## config.mk

```make
export PLATFORM = sky130hd
export DESIGN_NAME = reg_access_ctrl_flat
export DESIGN_NICKNAME = d
export VERILOG_FILES = /design/src/rtl/reg_access_ctrl_if.sv /design/src/rtl/reg_access_ctrl.sv /design/src/flat_wrapper.sv
export SDC_FILE = /design/constraint.sdc
export NUM_CORES = 1
export LEC_CHECK = 0
export CAP_MARGIN = 30
export CORE_MARGIN = 2
export CORE_UTILIZATION = 45
export CTS_CLUSTER_SIZE = 16
export DETAILED_ROUTE_END_ITERATION = 6
export HOLD_SLACK_MARGIN = 0.03
export PLACE_DENSITY = 0.81
export SYNTH_ARGS = -nofsm -noshare
export SYNTH_HDL_FRONTEND = slang
export SYNTH_SLANG_ARGS = --single-unit
```

## constraint.sdc

```tcl
create_clock -name clk -period 2.11 [get_ports clk]
set_input_delay 0.211 -clock clk [delete_from_list [all_inputs] [get_ports clk]]
set_output_delay 0.211 -clock clk [all_outputs]
set_load 0.05 [all_outputs]
```

## src/rtl/reg_access_ctrl_if.sv

```systemverilog
// Command/response handshake and register-slave bus of reg_access_ctrl.
// The slave modport is the controller's view; master is the requester/slave-model view.
interface reg_access_ctrl_if #(
    parameter int DATA_WIDTH = 8,
    parameter int ADDR_WIDTH = 2
);
    logic                  cmd_valid;
    logic                  cmd_ready;
    logic                  cmd_write;
    logic                  cmd_verify;
    logic [ADDR_WIDTH-1:0] cmd_addr;
    logic [DATA_WIDTH-1:0] cmd_wdata;

    logic                  rsp_valid;
    logic                  rsp_ready;
    logic [DATA_WIDTH-1:0] rsp_rdata;
    logic                  rsp_mismatch;

    logic [ADDR_WIDTH-1:0] reg_addr;
    logic                  reg_write_enable;
    logic                  reg_read_enable;
    logic [DATA_WIDTH-1:0] reg_write_data;
    logic [DATA_WIDTH-1:0] reg_read_data;

    logic                  busy;
    logic [15:0]           txn_count;

    modport slave (
        input  cmd_valid, cmd_write, cmd_verify, cmd_addr, cmd_wdata,
        output cmd_ready,
        output rsp_valid, rsp_rdata, rsp_mismatch,
        input  rsp_ready,
        output reg_addr, reg_write_enable, reg_read_enable, reg_write_data,
        input  reg_read_data,
        output busy, txn_count
    );

    modport master (
        output cmd_valid, cmd_write, cmd_verify, cmd_addr, cmd_wdata,
        input  cmd_ready,
        input  rsp_valid, rsp_rdata, rsp_mismatch,
        output rsp_ready,
        input  reg_addr, reg_write_enable, reg_read_enable, reg_write_data,
        output reg_read_data,
        input  busy, txn_count
    );
endinterface

```

## src/rtl/reg_access_ctrl.sv

```systemverilog
// Register access controller: turns one command into a write and/or read strobe on a
// register slave, optionally verifying a write by reading it back, then holds a response.
module reg_access_ctrl #(
    parameter int DATA_WIDTH = 8,
    parameter int ADDR_WIDTH = 2
) (
    input  logic              clk,
    input  logic              reset,
    reg_access_ctrl_if.slave  bus
);

    typedef enum logic [1:0] {
        S_IDLE  = 2'd0,
        S_WRITE = 2'd1,
        S_READ  = 2'd2,
        S_RESP  = 2'd3
    } state_t;

    state_t                r_state;
    logic                  r_cmd_ready;
    logic                  r_rsp_valid;
    logic                  r_wr_en;
    logic                  r_rd_en;
    logic                  r_busy;
    logic                  r_verify;
    logic                  r_mismatch;
    logic [ADDR_WIDTH-1:0] r_addr;
    logic [DATA_WIDTH-1:0] r_wdata;
    logic [DATA_WIDTH-1:0] r_rdata;
    logic [15:0]           r_txn_count;
    logic                  w_accept;

    // Read-back compare; only a verified write can report a mismatch.
    function automatic logic verify_fail(
        input logic                  verify,
        input logic [DATA_WIDTH-1:0] rdata,
        input logic [DATA_WIDTH-1:0] wdata
    );
        return verify & (rdata != wdata);
    endfunction

    assign w_accept = bus.cmd_valid & r_cmd_ready;

    // Transaction FSM; strobes and handshake flags are registered alongside the state.
    always_ff @(posedge clk or posedge reset) begin
        if (reset) begin
            r_state     <= S_IDLE;
            r_cmd_ready <= 1'b1;
            r_rsp_valid <= 1'b0;
            r_wr_en     <= 1'b0;
            r_rd_en     <= 1'b0;
            r_busy      <= 1'b0;
            r_verify    <= 1'b0;
            r_mismatch  <= 1'b0;
            r_addr      <= {ADDR_WIDTH{1'b0}};
            r_wdata     <= {DATA_WIDTH{1'b0}};
            r_rdata     <= {DATA_WIDTH{1'b0}};
            r_txn_count <= 16'd0;
        end else begin
            case (r_state)
                S_IDLE: begin
                    if (w_accept) begin
                        // Verify only has meaning for writes, so it is dropped for reads here.
                        r_verify    <= bus.cmd_write & bus.cmd_verify;
                        r_addr      <= bus.cmd_addr;
                        r_wdata     <= bus.cmd_wdata;
                        r_rdata     <= {DATA_WIDTH{1'b0}};
                        r_mismatch  <= 1'b0;
                        r_cmd_ready <= 1'b0;
                        r_busy      <= 1'b1;
                        if (bus.cmd_write) begin
                            r_state <= S_WRITE;
                            r_wr_en <= 1'b1;
                        end else begin
                            r_state <= S_READ;
                            r_rd_en <= 1'b1;
                        end
                    end else begin
                        r_state <= S_IDLE;
                    end
                end
                S_WRITE: begin
                    r_wr_en <= 1'b0;
                    if (r_verify) begin
                        r_state <= S_READ;
                        r_rd_en <= 1'b1;
                    end else begin
                        r_state     <= S_RESP;
                        r_rsp_valid <= 1'b1;
                    end
                end
                S_READ: begin
                    r_rd_en     <= 1'b0;
                    r_rdata     <= bus.reg_read_data;
                    r_mismatch  <= verify_fail(r_verify, bus.reg_read_data, r_wdata);
                    r_state     <= S_RESP;
                    r_rsp_valid <= 1'b1;
                end
                S_RESP: begin
                    if (bus.rsp_ready) begin
                        r_state     <= S_IDLE;
                        r_rsp_valid <= 1'b0;
                        r_cmd_ready <= 1'b1;
                        r_busy      <= 1'b0;
                        r_txn_count <= r_txn_count + 16'd1;
                    end else begin
                        r_state <= S_RESP;
                    end
                end
                default: begin
                    r_state     <= S_IDLE;
                    r_cmd_ready <= 1'b1;
                    r_rsp_valid <= 1'b0;
                    r_wr_en     <= 1'b0;
                    r_rd_en     <= 1'b0;
                    r_busy      <= 1'b0;
                end
            endcase
        end
    end

    assign bus.cmd_ready        = r_cmd_ready;
    assign bus.rsp_valid        = r_rsp_valid;
    assign bus.rsp_rdata        = r_rdata;
    assign bus.rsp_mismatch     = r_mismatch;
    assign bus.reg_addr         = r_addr;
    assign bus.reg_write_enable = r_wr_en;
    assign bus.reg_read_enable  = r_rd_en;
    assign bus.reg_write_data   = r_wdata;
    assign bus.busy             = r_busy;
    assign bus.txn_count        = r_txn_count;

endmodule

```

## src/flat_wrapper.sv

```systemverilog
// flat-port wrapper written by rule: the top's interface ports become plain ports
module reg_access_ctrl_flat 
#(
    parameter int DATA_WIDTH = 8,
    parameter int ADDR_WIDTH = 2
)
  (clk, reset, bus_cmd_valid, bus_cmd_write, bus_cmd_verify, bus_cmd_addr, bus_cmd_wdata, bus_cmd_ready, bus_rsp_valid, bus_rsp_rdata, bus_rsp_mismatch, bus_rsp_ready, bus_reg_addr, bus_reg_write_enable, bus_reg_read_enable, bus_reg_write_data, bus_reg_read_data, bus_busy, bus_txn_count);
  reg_access_ctrl_if #(.DATA_WIDTH(DATA_WIDTH), .ADDR_WIDTH(ADDR_WIDTH)) bus_i ();
  input  logic clk;
  input  logic reset;
  input wire logic [$bits(bus_i.cmd_valid)-1:0] bus_cmd_valid;
  input wire logic [$bits(bus_i.cmd_write)-1:0] bus_cmd_write;
  input wire logic [$bits(bus_i.cmd_verify)-1:0] bus_cmd_verify;
  input wire logic [$bits(bus_i.cmd_addr)-1:0] bus_cmd_addr;
  input wire logic [$bits(bus_i.cmd_wdata)-1:0] bus_cmd_wdata;
  output wire logic [$bits(bus_i.cmd_ready)-1:0] bus_cmd_ready;
  output wire logic [$bits(bus_i.rsp_valid)-1:0] bus_rsp_valid;
  output wire logic [$bits(bus_i.rsp_rdata)-1:0] bus_rsp_rdata;
  output wire logic [$bits(bus_i.rsp_mismatch)-1:0] bus_rsp_mismatch;
  input wire logic [$bits(bus_i.rsp_ready)-1:0] bus_rsp_ready;
  output wire logic [$bits(bus_i.reg_addr)-1:0] bus_reg_addr;
  output wire logic [$bits(bus_i.reg_write_enable)-1:0] bus_reg_write_enable;
  output wire logic [$bits(bus_i.reg_read_enable)-1:0] bus_reg_read_enable;
  output wire logic [$bits(bus_i.reg_write_data)-1:0] bus_reg_write_data;
  input wire logic [$bits(bus_i.reg_read_data)-1:0] bus_reg_read_data;
  output wire logic [$bits(bus_i.busy)-1:0] bus_busy;
  output wire logic [$bits(bus_i.txn_count)-1:0] bus_txn_count;
  assign bus_i.cmd_valid = bus_cmd_valid;
  assign bus_i.cmd_write = bus_cmd_write;
  assign bus_i.cmd_verify = bus_cmd_verify;
  assign bus_i.cmd_addr = bus_cmd_addr;
  assign bus_i.cmd_wdata = bus_cmd_wdata;
  assign bus_cmd_ready = bus_i.cmd_ready;
  assign bus_rsp_valid = bus_i.rsp_valid;
  assign bus_rsp_rdata = bus_i.rsp_rdata;
  assign bus_rsp_mismatch = bus_i.rsp_mismatch;
  assign bus_i.rsp_ready = bus_rsp_ready;
  assign bus_reg_addr = bus_i.reg_addr;
  assign bus_reg_write_enable = bus_i.reg_write_enable;
  assign bus_reg_read_enable = bus_i.reg_read_enable;
  assign bus_reg_write_data = bus_i.reg_write_data;
  assign bus_i.reg_read_data = bus_reg_read_data;
  assign bus_busy = bus_i.busy;
  assign bus_txn_count = bus_i.txn_count;
  reg_access_ctrl #(.DATA_WIDTH(DATA_WIDTH), .ADDR_WIDTH(ADDR_WIDTH)) u_core (.clk(clk), .reset(reset), .bus(bus_i));
endmodule
```

## After elaboration in Yosys (flattened, before gate mapping)

Index checks and enable logic that the tools add are counted.

| word-level totals | value |
|---|---|
| logic and storage cells | 62 |
| register bits after elaboration | 43 |
| input port bits | 24 |

| operators by class | value |
|---|---|
| muxes and demuxes | 23 |
| add/subtract/negate cells | 1 |
| reduce and logical (&&, ||, !) cells | 13 |
| bitwise gates (word level) | 3 |
| equality and inequality tests | 10 |

Operators with widths:

| kind | number |
|---|---|
| $add A16 B1 Y16 const B | 1 |
| $pmux W8 S2 | 1 |
| $mux W1 | 11 |
| $reduce_and A3 Y1 | 3 |
| $mux W8 | 1 |
| $ne A2 B2 Y1 const B | 4 |
| $ne A8 B8 Y1 | 1 |
| $pmux W1 S2 | 4 |
| $pmux W2 S4 | 1 |
| $mux W2 | 3 |
| $pmux W1 S3 | 2 |
| $reduce_and A2 Y1 | 3 |
| $reduce_bool A2 Y1 | 3 |
| $reduce_bool A3 Y1 | 2 |
| $eq A2 B2 Y1 const B | 2 |
| $ne A2 B1 Y1 const B | 2 |
| $reduce_and A4 Y1 | 1 |
| $and A1 B1 Y1 | 3 |
| $eq A2 B1 Y1 const B | 1 |
| $logic_not A2 Y1 | 1 |

## Logic depth before layout (Yosys ltp)

| logic depth | value |
|---|---|
| depth in word-level cells | 3 |
| depth in mapped cells | 5 |
| gate-level depth less buffers | 5 |

## Worst setup path after synthesis

OpenSTA, ideal clock, no wires.

| timing | value |
|---|---|
| path kind | reg2reg |
| from | register u_core.r_txn_count[0], in the netlist u_core.bus.txn_count[0] |
| to | register u_core.r_txn_count[12], in the netlist u_core.bus.txn_count[12] |
| clock period less this slack | 1930 ps |
| stages on the path, launching flop included | 6 |
| path buffers | 0 |
| data required time | 2028 ps |
| arrival time | 1848 ps |
| setup slack | 180 ps |
| path through | dfrtp_1 > ha_1 > and4_4 > or4b_4 > nor2_1 > xor2_1 |

| on the way | value |
|---|---|
| longest elaborated chain between the ends | 1 |

Ends and longest elaborated chain:

| what | RTL line | RTL |
|---|---|---|
| start: declaration | reg_access_ctrl.sv:30 | `logic [15:0] r_txn_count;` |
| start signal: assignment | reg_access_ctrl.sv:105 | `r_txn_count <= r_txn_count + 16'd1;` |
| $add A16 B1 Y16 | reg_access_ctrl.sv:105 |  |

Every way passes these cells.
A chain may end at the register's enable or synchronous reset.

## Worst setup path in the final report

| timing | value |
|---|---|
| from | register u_core.r_cmd_ready, in the netlist u_core.bus.cmd_ready |
| to | output port bus_cmd_ready |

RTL lines:

| what | RTL line | RTL |
|---|---|---|
| start: declaration | reg_access_ctrl.sv:20 | `logic r_cmd_ready;` |
| start signal: assignment | reg_access_ctrl.sv:48 | `r_cmd_ready <= 1'b1;` |
| start signal: assignment | reg_access_ctrl.sv:69 | `r_cmd_ready <= 1'b0;` |
| start signal: assignment | reg_access_ctrl.sv:103 | `r_cmd_ready <= 1'b1;` |
| end: declaration | flat_wrapper.sv:16 | `output wire logic [$bits(bus_i.cmd_ready)-1:0] bus_cmd_ready;` |

No word-level cell between the ends.

==> metrics.md <==
| Metric | Value |
|---|---|
| Commonest cells in the netlist | `dfrtp_1, nand2_1, xnor2_1, nor2_1, o21ai_0` |
| CP startpoint | `u_core.bus.cmd_ready$_DFFE_PP1P_` |
| PostCTS Resize Cnt | `0` |
| Final hold violations | `0` |
| Clk sinks | `43` |
| Pin count of the biggest net entering global routing | `27` |
| Dpl ws | `0.2481 ns` |
| # rows | `23` |
| Clk root buf | `clkbuf_8` |
| EDFF count, synth | `0` |
| #FFs+latches synth | `43` |
| Post-synth top flop | `dfrtp_1` |
| Core ar. | `4000 um2` |
| Post-DP HPWL | `3023 um` |
| Post-synthesis cell count | `175` |
| Slowest cell on crit path | `clkdlybuf4s50_1` |
| Ports | `64` |
| Overall die width | `68.52 um` |
| Syn nets | `200` |
| Slew @ Worst Pin | `0.6780 ns` |
| Most numerous cell in the Yosys netlist | `dfrtp_1` |
| Drt pass-1 iters | `4` |
| Fin crit share | `89.93%` |
| Clock skew | `0.007566 ns` |
| Layout Area Growth over Synthesis | `43.75%` |
| Num CTS Buffers | `5` |
| Initial DRC Count | `54` |
| Worst Hold Class | `input pin to async pin` |
| Req. time, crit path | `1.90 ns` |
| GP Congestion | `0.7509` |
| Initial core utilization | `46.83%` |
| Max-slew violation count | `0` |
| Crit path DAT | `1.69 ns` |
| Antenna cell count | `0` |
| Die height | `68.52 um` |
| Synthesized cell area | `1873 um2` |
| Critical Path, Cell by Cell | `clkdlybuf4s50_1` |
| RSZ-0062 raised after global routing | `false` |
| Critical Path Fanout Max | `5` |
| First-pass GRT wire length | `6713 um` |
| Share of post-route cells with drive strength above 1 | `10.57%` |
| Share of flip-flops with an asynchronous set or reset | `100.0%` |
| Crit. End Element | `output port` |
| Run status | `finished clean` |
| Buf/Inv on CP | `1` |
| Vias per cell | `5.000` |
| CTS tree | `done` |
| Max-slew headroom | `54.52%` |
| FMAX | `0.5270 GHz` |
| Clk_lat worst skew | `0.29 ns` |
| Final setup TNS | `0 ns` |
| Largest cells by area after synthesis | `dfrtp_1, xnor2_1, mux2_2, nand2_1, o21ai_0` |
| Reg2reg start | `u_core.bus.txn_count[0]$_DFFE_PP0P_` |
| CTS max path bufs | `2` |
| Critical Path Start Type | `register` |
| GRT Total Usage | `19.50%` |
| H-tree Lvls | `2` |
| CP delay by family, top | `buffers and inverters` |
| Final wirelength | `3867 um` |
| Setup violations, final | `0` |
| Total power | `0.004194 W` |
| FILL cells | `338` |
| Maximum VDD drop | `969.0 uV` |
| IO buf count | `63` |
| Final #Nets | `270` |
| Full die area | `4694 um2` |
| DRC violations left | `0` |
| GRT Residual Overflow | `0` |
| Post-route worst setup slack | `0.2125 ns` |
| CTS hold repair buffers | `0` |
| Syn_area_per_cell | `10.70 um2` |
| Flop2flop setup slack | `0.43 ns` |
| Max cap viols | `0` |
| WL per Instance | `13.06 um` |
| Crit Path Category | `register to output port` |
| # Post-CTS Setup Buffers | `0` |
| Post-placement cell count | `288` |
| Via Count | `1480` |
| Synth warnings | `0` |
| Leading area contributor after synthesis | `dfrtp_1` |
| Vias in the first global route | `1553` |
| Leak Pwr | `1.157 nW` |
| DRT antenna net count | `0` |
| Sequential fraction of the synthesis area | `57.52%` |
| Proportion of netlist area held by the largest area contributor | `56.11%` |
| Pwr per Cell Area | `1557 nW/um2` |
| Clock-pin slew on the worst setup and hold paths | `0.08 ns` |
| Tmin final | `1.897 ns` |
| Worst path max stage delay | `0.81 ns` |
| Netlist cell types | `26` |
| Cell Count, Final, Fillers Out | `296` |
| Initial antenna violation count | `0` |
## path summary, 6_finish.rpt
kind,endpoint,cells past startpoint
worst min-delay path,u_core.bus.rsp_rdata[5]$_DFFE_PP0P_,2
min in group clk,u_core.bus.txn_count[15]$_DFFE_PP0P_,1
max in group asynchronous,u_core.bus.cmd_ready$_DFFE_PP1P_,3
worst max register to register,u_core.bus.txn_count[12]$_DFFE_PP0P_,5
worst min register to register,u_core.bus.txn_count[15]$_DFFE_PP0P_,1
worst max-delay path,bus_cmd_ready,1
## logic make-up (layout without fill, tap and decap cells)
group	Yosys count	after routing	share of synthesized area, %
muxes	10	10	6.012
and+or+nand+nor	69	69	17.63
AOI/OAI and AO/OA	18	18	5.077
xor gates and xnor gates	23	23	10.75
adders and majority gates	1	1	0.6679
buffers and inverters	11	82	2.338
DFF	43	43	57.52
## power by group
part	switching (W)	total, W	internal (W)	leakage, nW
logic	0.00147	0.00231	0.000844	0.580
clock network	0.000255	0.000490	0.000235	0.0395
registers	0.000254	0.00139	0.00114	0.538
total	0.00198	0.00419	0.00222	1.16
## metal layers
layer | share of wire, % | vias up | global-route usage, % | routed length, um
met2 | 49 | 52 | 33.17 | 1906
met5 | 0 | - | 0 | 0
met1 | 41 | 696 | 21.93 | 1580
li1 | - | 727 | - | -
met4 | 1.4 | 0 | 7.750 | 55
met3 | 8.4 | 5 | 7.468 | 325
## sequential cells by signal (all words and copies together), names as in the netlist
name / flops
u_core.bus.rsp_mismatch: 1
u_core.r_verify: 1
u_core.bus.reg_read_enable: 1
u_core.bus.reg_addr: 2
u_core.bus.rsp_rdata: 8
u_core.bus.reg_write_data: 8
u_core.bus.txn_count: 16
u_core.bus.busy: 1
u_core.bus.rsp_valid: 1
u_core.bus.cmd_ready: 1
u_core.r_state: 2
u_core.bus.reg_write_enable: 1
## cell type report
type | count | area, um2 | share of cell area, %
clock buffer | 8 | 80.08 | 2.974
inverter | 6 | 22.52 | 0.8364
multi-input combinational | 121 | 757.0 | 28.11
sequential | 43 | 1077 | 40.01
tap | 50 | 62.56 | 2.323
timing repair buffer | 68 | 693.2 | 25.74
## stage by stage
stage          util, %  area [um2]  hold slack [ns]
3_5_place_dp     65.31        2613           0.4730
2_1_floorplan        -        1873           0.3278
5_1_grt          67.31        2693           0.2876
3_3_place_gp     65.31        2613           0.4625
6_report         67.31        2693           0.2478
4_1_cts          67.31        2693           0.2615
## layout by cell type (no fill, tap or decap), types with 2 or more instances in the layout
cell and count:
inv_1 5, and3_1 4, clkbuf_8 5, a21oi_1 4, xor2_1 4, buf_12 2
nand3_1 7, clkdlybuf4s50_1 63, nor3_1 2, clkbuf_1 3, nor2_1 14, nand2b_1 2
nand2_1 29, xnor2_1 19, o21ai_0 12, nand4_1 5, buf_4 3, dfrtp_1 42
mux2_2 10
Power figures use the tool's default switching activity.
==> variant 1 (config.mk and constraints unchanged) <==
Make the reset (`reset`) synchronous in one clocked block.
--- a/src/rtl/reg_access_ctrl.sv
+++ b/src/rtl/reg_access_ctrl.sv
@@ -44,3 +44,3 @@
     // Transaction FSM; strobes and handshake flags are registered alongside the state.
-    always_ff @(posedge clk or posedge reset) begin
+    always_ff @(posedge clk) begin
         if (reset) begin
Behaviour: differs if reset is asserted again (counterexample within 4 cycles, from zero or initial values and one cycle with reset high); with reset held inactive, the same outputs for 10 cycles.
==> variant 1 against the unedited design <==
  * Register-to-register slack got worse by 0.16 ns
  * Cell area decreased by 3.4%
  * Highest routed layer unchanged
  * Routed wire length increased by 6.0%
  * Worst setup slack improved by 0.057 ns
  * Clock skew decreased by 0.0046 ns
  * Critical path type is now reg -> reg
  * First-iteration DRC count increased by 110%
  * Sequential cell count unchanged
  * Synthesized area decreased by 4.3%
  * Critical path depth increased by 3
Power is not compared: it rests on default switching activity, and its combinational part moved more than twofold at a synthesized area within 25%.
==> variant 1: results (changes against the unedited design) <==
[synthesis]
syn_nets=243  ; was 200
synth_common_cells=43 x dfxtp_1, 40 x nand2_1, 32 x a21oi_1  ; was 42 x dfrtp_1, 29 x nand2_1, 19 x xnor2_1
ys_seq_area_frac=0.4804  ; was 0.5752
synth_top_cells_by_area=dfxtp_1 48%, a21oi_1 8.9%, nand2_1 8.4%, xnor2_1 5.9%, nand3_1 3.6%  ; was dfrtp_1 56%, xnor2_1 8.9%, mux2_2 6.0%, nand2_1 5.8%, o21ai_0 3.2%
synth_cell_types=30  ; was 26

[placed_design]
place_congestion=0.8468  ; was 0.7509
dpl-instance-area_mm2=0.002501  ; was 0.002613 mm2
dp_slack_ns=0.1012  ; was 0.2481 ns
dp_hpwl_um=3033  ; was 3023 um

[global_route]
grt_pass1_vias=1567  ; was 1,553
grt_pass1_wl_um=7058  ; was 6713 um
grt_start_max_net_pins=26  ; was 27

[setup_path]
cp_max_fo=11  ; was 5
cp-startpoint=u_core.r_state[1]  ; was u_core.bus.cmd_ready
cp.arrival_ns=2.06  ; was 1.69 ns
r2r_cells=4  ; was 5
rrSetupSlack_ns=0.27  ; was 0.43 ns
cp_slowest_cell=dfxtp_1  ; was clkdlybuf4s50_1
endpoint=u_core.bus.txn_count[13]  ; was bus_cmd_ready
slowest_delay_ns=0.51  ; was 0.81 ns

[routing]
avgRoutedWirePerCell_um=12.34  ; was 13.06 um
drt_iter0_markers=116  ; was 54

[timing]
fin_skew_ns=0.003011  ; was 0.007566 ns
fin_crit_ns=1.841  ; was 1.897 ns
tightest_slew_ns=0.6015  ; was 0.6780 ns

[cells_and_area]
drive_above_1_share=0.06338  ; was 0.1057
nets=308  ; was 270

[run_status]
status=completed  ; unchanged

[min_path]
min_path_type=reg -> reg  ; was in -> async

==> variant 1: cell families (layout without fill, tap and decap cells) <==
| group | count (synthesis) | after routing | synth area share |
|---|---|---|---|
| AND/OR/NAND/NOR | 93 | 93 | 0.2479 |
| AO/OA/AOI/OAI | 48 | 48 | 0.1480 |
| flip-flops | 43 | 43 | 0.4804 |
| buffers and inverters | 17 | 83 | 0.03840 |
| XOR/XNOR | 16 | 16 | 0.07821 |
| adder cells (fa/ha/maj) | 1 | 1 | 0.006982 |
==> variant 1: stage by stage <==
step,utilization,std cells,hold WS (ns),total power (uW)
6_report,0.6949,332,0.4584,1933
5_1_grt,0.6949,332,0.4865,2037
4_1_cts,0.6949,332,0.4546,1953
3_5_place_dp,0.6681,324,0.4485,1395
3_3_place_gp,0.6681,324,0.4438,1391
2_1_floorplan,-,218,0.3470,1211
==> variant 1: worst max-delay path, delay by kind of cell, from the launching register on <==
kind / cells / cell delay [ns]
compound gates: 1 / 0.16
flops: 1 / 0.51
simple gates: 3 / 1.10
==> variant 1: final cells by class <==
cell class	instances	area (um2)
fillers	320	1142
multi-input cells	158	862.1
flip-flops and latches	43	860.8
repair buffers	71	703.2
clock buffers	8	100.1
well taps	48	60.06
inverters	4	15.01
==> variant 1: power groups by stage <==
stage,sequential (uW),clock (uW),combinational [uW]
floorplan,1060,0,155
global placement,918,0,473
detailed placement,919,0,476
CTS,900,574,479
global route,908,615,514
finish,899,559,475
==> variant 1: layer usage <==
metal / track usage / vias to the layer above / wire length [um]
li1: - / 884 / -
met1: 0.2461 / 763 / 1775
met2: 0.3379 / 53 / 1934
met3: 0.08953 / 5 / 352
met4: 0.04592 / 0 / 36
met5: 0 / - / 0
==> variant 2 (same settings) <==
Without the edit above. `ADDR_WIDTH` is set to 2 in 3 places; all go to 1.
--- a/src/rtl/reg_access_ctrl_if.sv
+++ b/src/rtl/reg_access_ctrl_if.sv
@@ -4,3 +4,3 @@
     parameter int DATA_WIDTH = 8,
-    parameter int ADDR_WIDTH = 2
+    parameter int ADDR_WIDTH = 1
 );
--- a/src/rtl/reg_access_ctrl.sv
+++ b/src/rtl/reg_access_ctrl.sv
@@ -4,3 +4,3 @@
     parameter int DATA_WIDTH = 8,
-    parameter int ADDR_WIDTH = 2
+    parameter int ADDR_WIDTH = 1
 ) (
--- a/src/flat_wrapper.sv
+++ b/src/flat_wrapper.sv
@@ -4,3 +4,3 @@
     parameter int DATA_WIDTH = 8,
-    parameter int ADDR_WIDTH = 2
+    parameter int ADDR_WIDTH = 1
 )
Interface: changed (resized bus_cmd_addr and bus_reg_addr); port bits go from 64 to 62. No check against the original RTL was run, so the function may have changed too.
==> variant 2 against the unedited design <==
  * Synthesized area down 2.2%
  * Routed wire length decreased by 0.36%
  * Worst hold slack got worse by 0.010 ns
  * Synthesized cell count decreased by 4.0%
  * Worst setup slack better by 0.0015 ns
  * Clock skew grew 0.00064 ns
  * Maximum frequency hardly changed
  * Final cell count is 3.4% lower
  * Power down 2.3%
  * Cell area down 2.8%
  * Sequential cell count shrank 1
  * Critical path depth did not move
  * Largest power group unchanged
  * Highest routed layer unchanged
==> variant 2: results (changes against the unedited design) <==
[global_route]
grt_use_met3=0.07167  ; was 0.07468
grtUsageMet1=0.2377  ; was 0.2193
grt_start_max_net_pins=29  ; was 27
antenna_found_initial=0  ; unchanged
track_usage=0.1944  ; was 0.1950
grt_pass1_vias=1467  ; was 1,553
grt_pass1_wl_um=6603  ; was 6713 um
grt_use_met2=0.3199  ; was 0.3317

[setup_path]
cp_slowest_cell=clkdlybuf4s50_1  ; unchanged
slowest_delay_ns=0.81  ; about the same
crit_family=buffers and inverters  ; unchanged

[pwr]
p_switching_uw=1900  ; was 1978 uW
max-vdd-ir-drop_mv=1.050  ; was 0.9690 mV
power_frac_seq=0.341  ; was 0.332
clockPowerShare=0.150  ; was 0.117
p_leak_uw=0.001137  ; was 0.001157 uW

[cells_and_area]
diodes=0  ; unchanged
drive_above_1_share=0.07203  ; was 0.1057
largest_reg_flops=16  ; unchanged
nets=259  ; was 270
multiInputGateArea_um2=735.7  ; was 757.0 um2
fillers=347  ; was 338

[cts]
ctsResizeCount=0  ; unchanged
htree_levels=2  ; unchanged
clockBufferDepth=2  ; unchanged
cts_made_buffers=5  ; unchanged
cts_root_buf=clkbuf_8  ; unchanged
post-cts-setup-buffer-count=0  ; unchanged
insertion_delay_ns=0.29  ; about the same
path_clk_slew_ns=0.08  ; about the same

[min_path]
min_path_type=in -> async  ; unchanged

[placed_design]
dp_cells=278  ; was 288
place_congestion=0.7919  ; was 0.7509
dp_hpwl_um=2880  ; was 3023 um
dpl-instance-area_mm2=0.002510  ; was 0.002613 mm2
io_buffers=61  ; was 63

[routing]
avgViaCountPerCell=5.031  ; was 5.000
dr.pass1.iters=4  ; unchanged
num_vias=1439  ; was 1,480
dr_wl_met2_um=1870  ; was 1906 um
met3_length_um=314  ; was 325 um
routed_wl_um=3853  ; was 3867 um
met1_length_um=1624  ; was 1580 um
drt_iter0_markers=69  ; was 54
topRoutingLayerUsed=met4  ; unchanged

[synthesis]
synth_common_cells=41 x dfrtp_1, 27 x nand2_1, 19 x xnor2_1  ; was 42 x dfrtp_1, 29 x nand2_1, 19 x xnor2_1
synth_cell_types=30  ; was 26
synth_top_cells_by_area=dfrtp_1 56%, xnor2_1 9.1%, nand2_1 5.5%, mux2_1 4.9%, o21ai_1 2.5%  ; was dfrtp_1 56%, xnor2_1 8.9%, mux2_2 6.0%, nand2_1 5.8%, o21ai_0 3.2%
synth_cells=168  ; was 175
ys_seq_area_frac=0.5745  ; was 0.5752
syn_nets=192  ; was 200
synth_warnings=0  ; unchanged

[timing]
fin_skew_ns=0.008208  ; was 0.007566 ns
tightest_slew_ns=0.6238  ; was 0.6780 ns

[run_status]
status=completed  ; unchanged

-- variant 2: cell count changes in the layout (fill, tap and decap cells not counted), moves of 6 or more --
cell | before | now
o21ai_1 | 0 | 9
o21ai_0 | 12 | 3
mux2_2 | 10 | 1
nor2_1 | 14 | 8
mux2_1 | 0 | 8
-- variant 2: worst paths after layout --
| path | start | to | slack (ns) | depth (start not counted) |
|---|---|---|---|---|
| worst max-delay path | u_core.bus.cmd_ready | bus_cmd_ready | 0.21 | 1 |
| worst min-delay path | reset | u_core.bus.rsp_rdata[6] | 0.24 | 3 |
| worst max register to register | u_core.r_state[0] | u_core.bus.txn_count[9] | 0.44 | 4 |
| worst min register to register | u_core.bus.txn_count[15] | u_core.bus.txn_count[15] | 0.47 | 1 |
| max in group asynchronous | reset | u_core.bus.cmd_ready | 1.51 | 3 |
| min in group clk | u_core.bus.txn_count[15] | u_core.bus.txn_count[15] | 0.47 | 1 |
-- variant 2: cell type report --
class,instances,area share
inverters,5,0.007174
clock buffers,7,0.02917
clock inverters,1,0.01148
well taps,50,0.02391
repair buffers,65,0.2449
multi-input cells,116,0.2812
flip-flops and latches,42,0.4022
-- variant 2: metrics by stage --
step | total power [uW] | setup slack [ns]
6_report | 4096 | 0.2140
5_1_grt | 4340 | 0.1810
2_1_floorplan | 2789 | 0.3787
4_1_cts | 4136 | 0.2017
3_3_place_gp | 3465 | 0.4005
3_5_place_dp | 3505 | 0.3588
-- variant 2: cell families after synthesis --
| group | Yosys count | synth area share |
|---|---|---|
| compound gates | 19 | 0.05601 |
| buf+inv | 10 | 0.02391 |
| fa+ha+maj | 1 | 0.006830 |
| flops | 42 | 0.5745 |
| mux | 9 | 0.05533 |
| xor+xnor | 23 | 0.1100 |
| simple gates | 64 | 0.1735 |
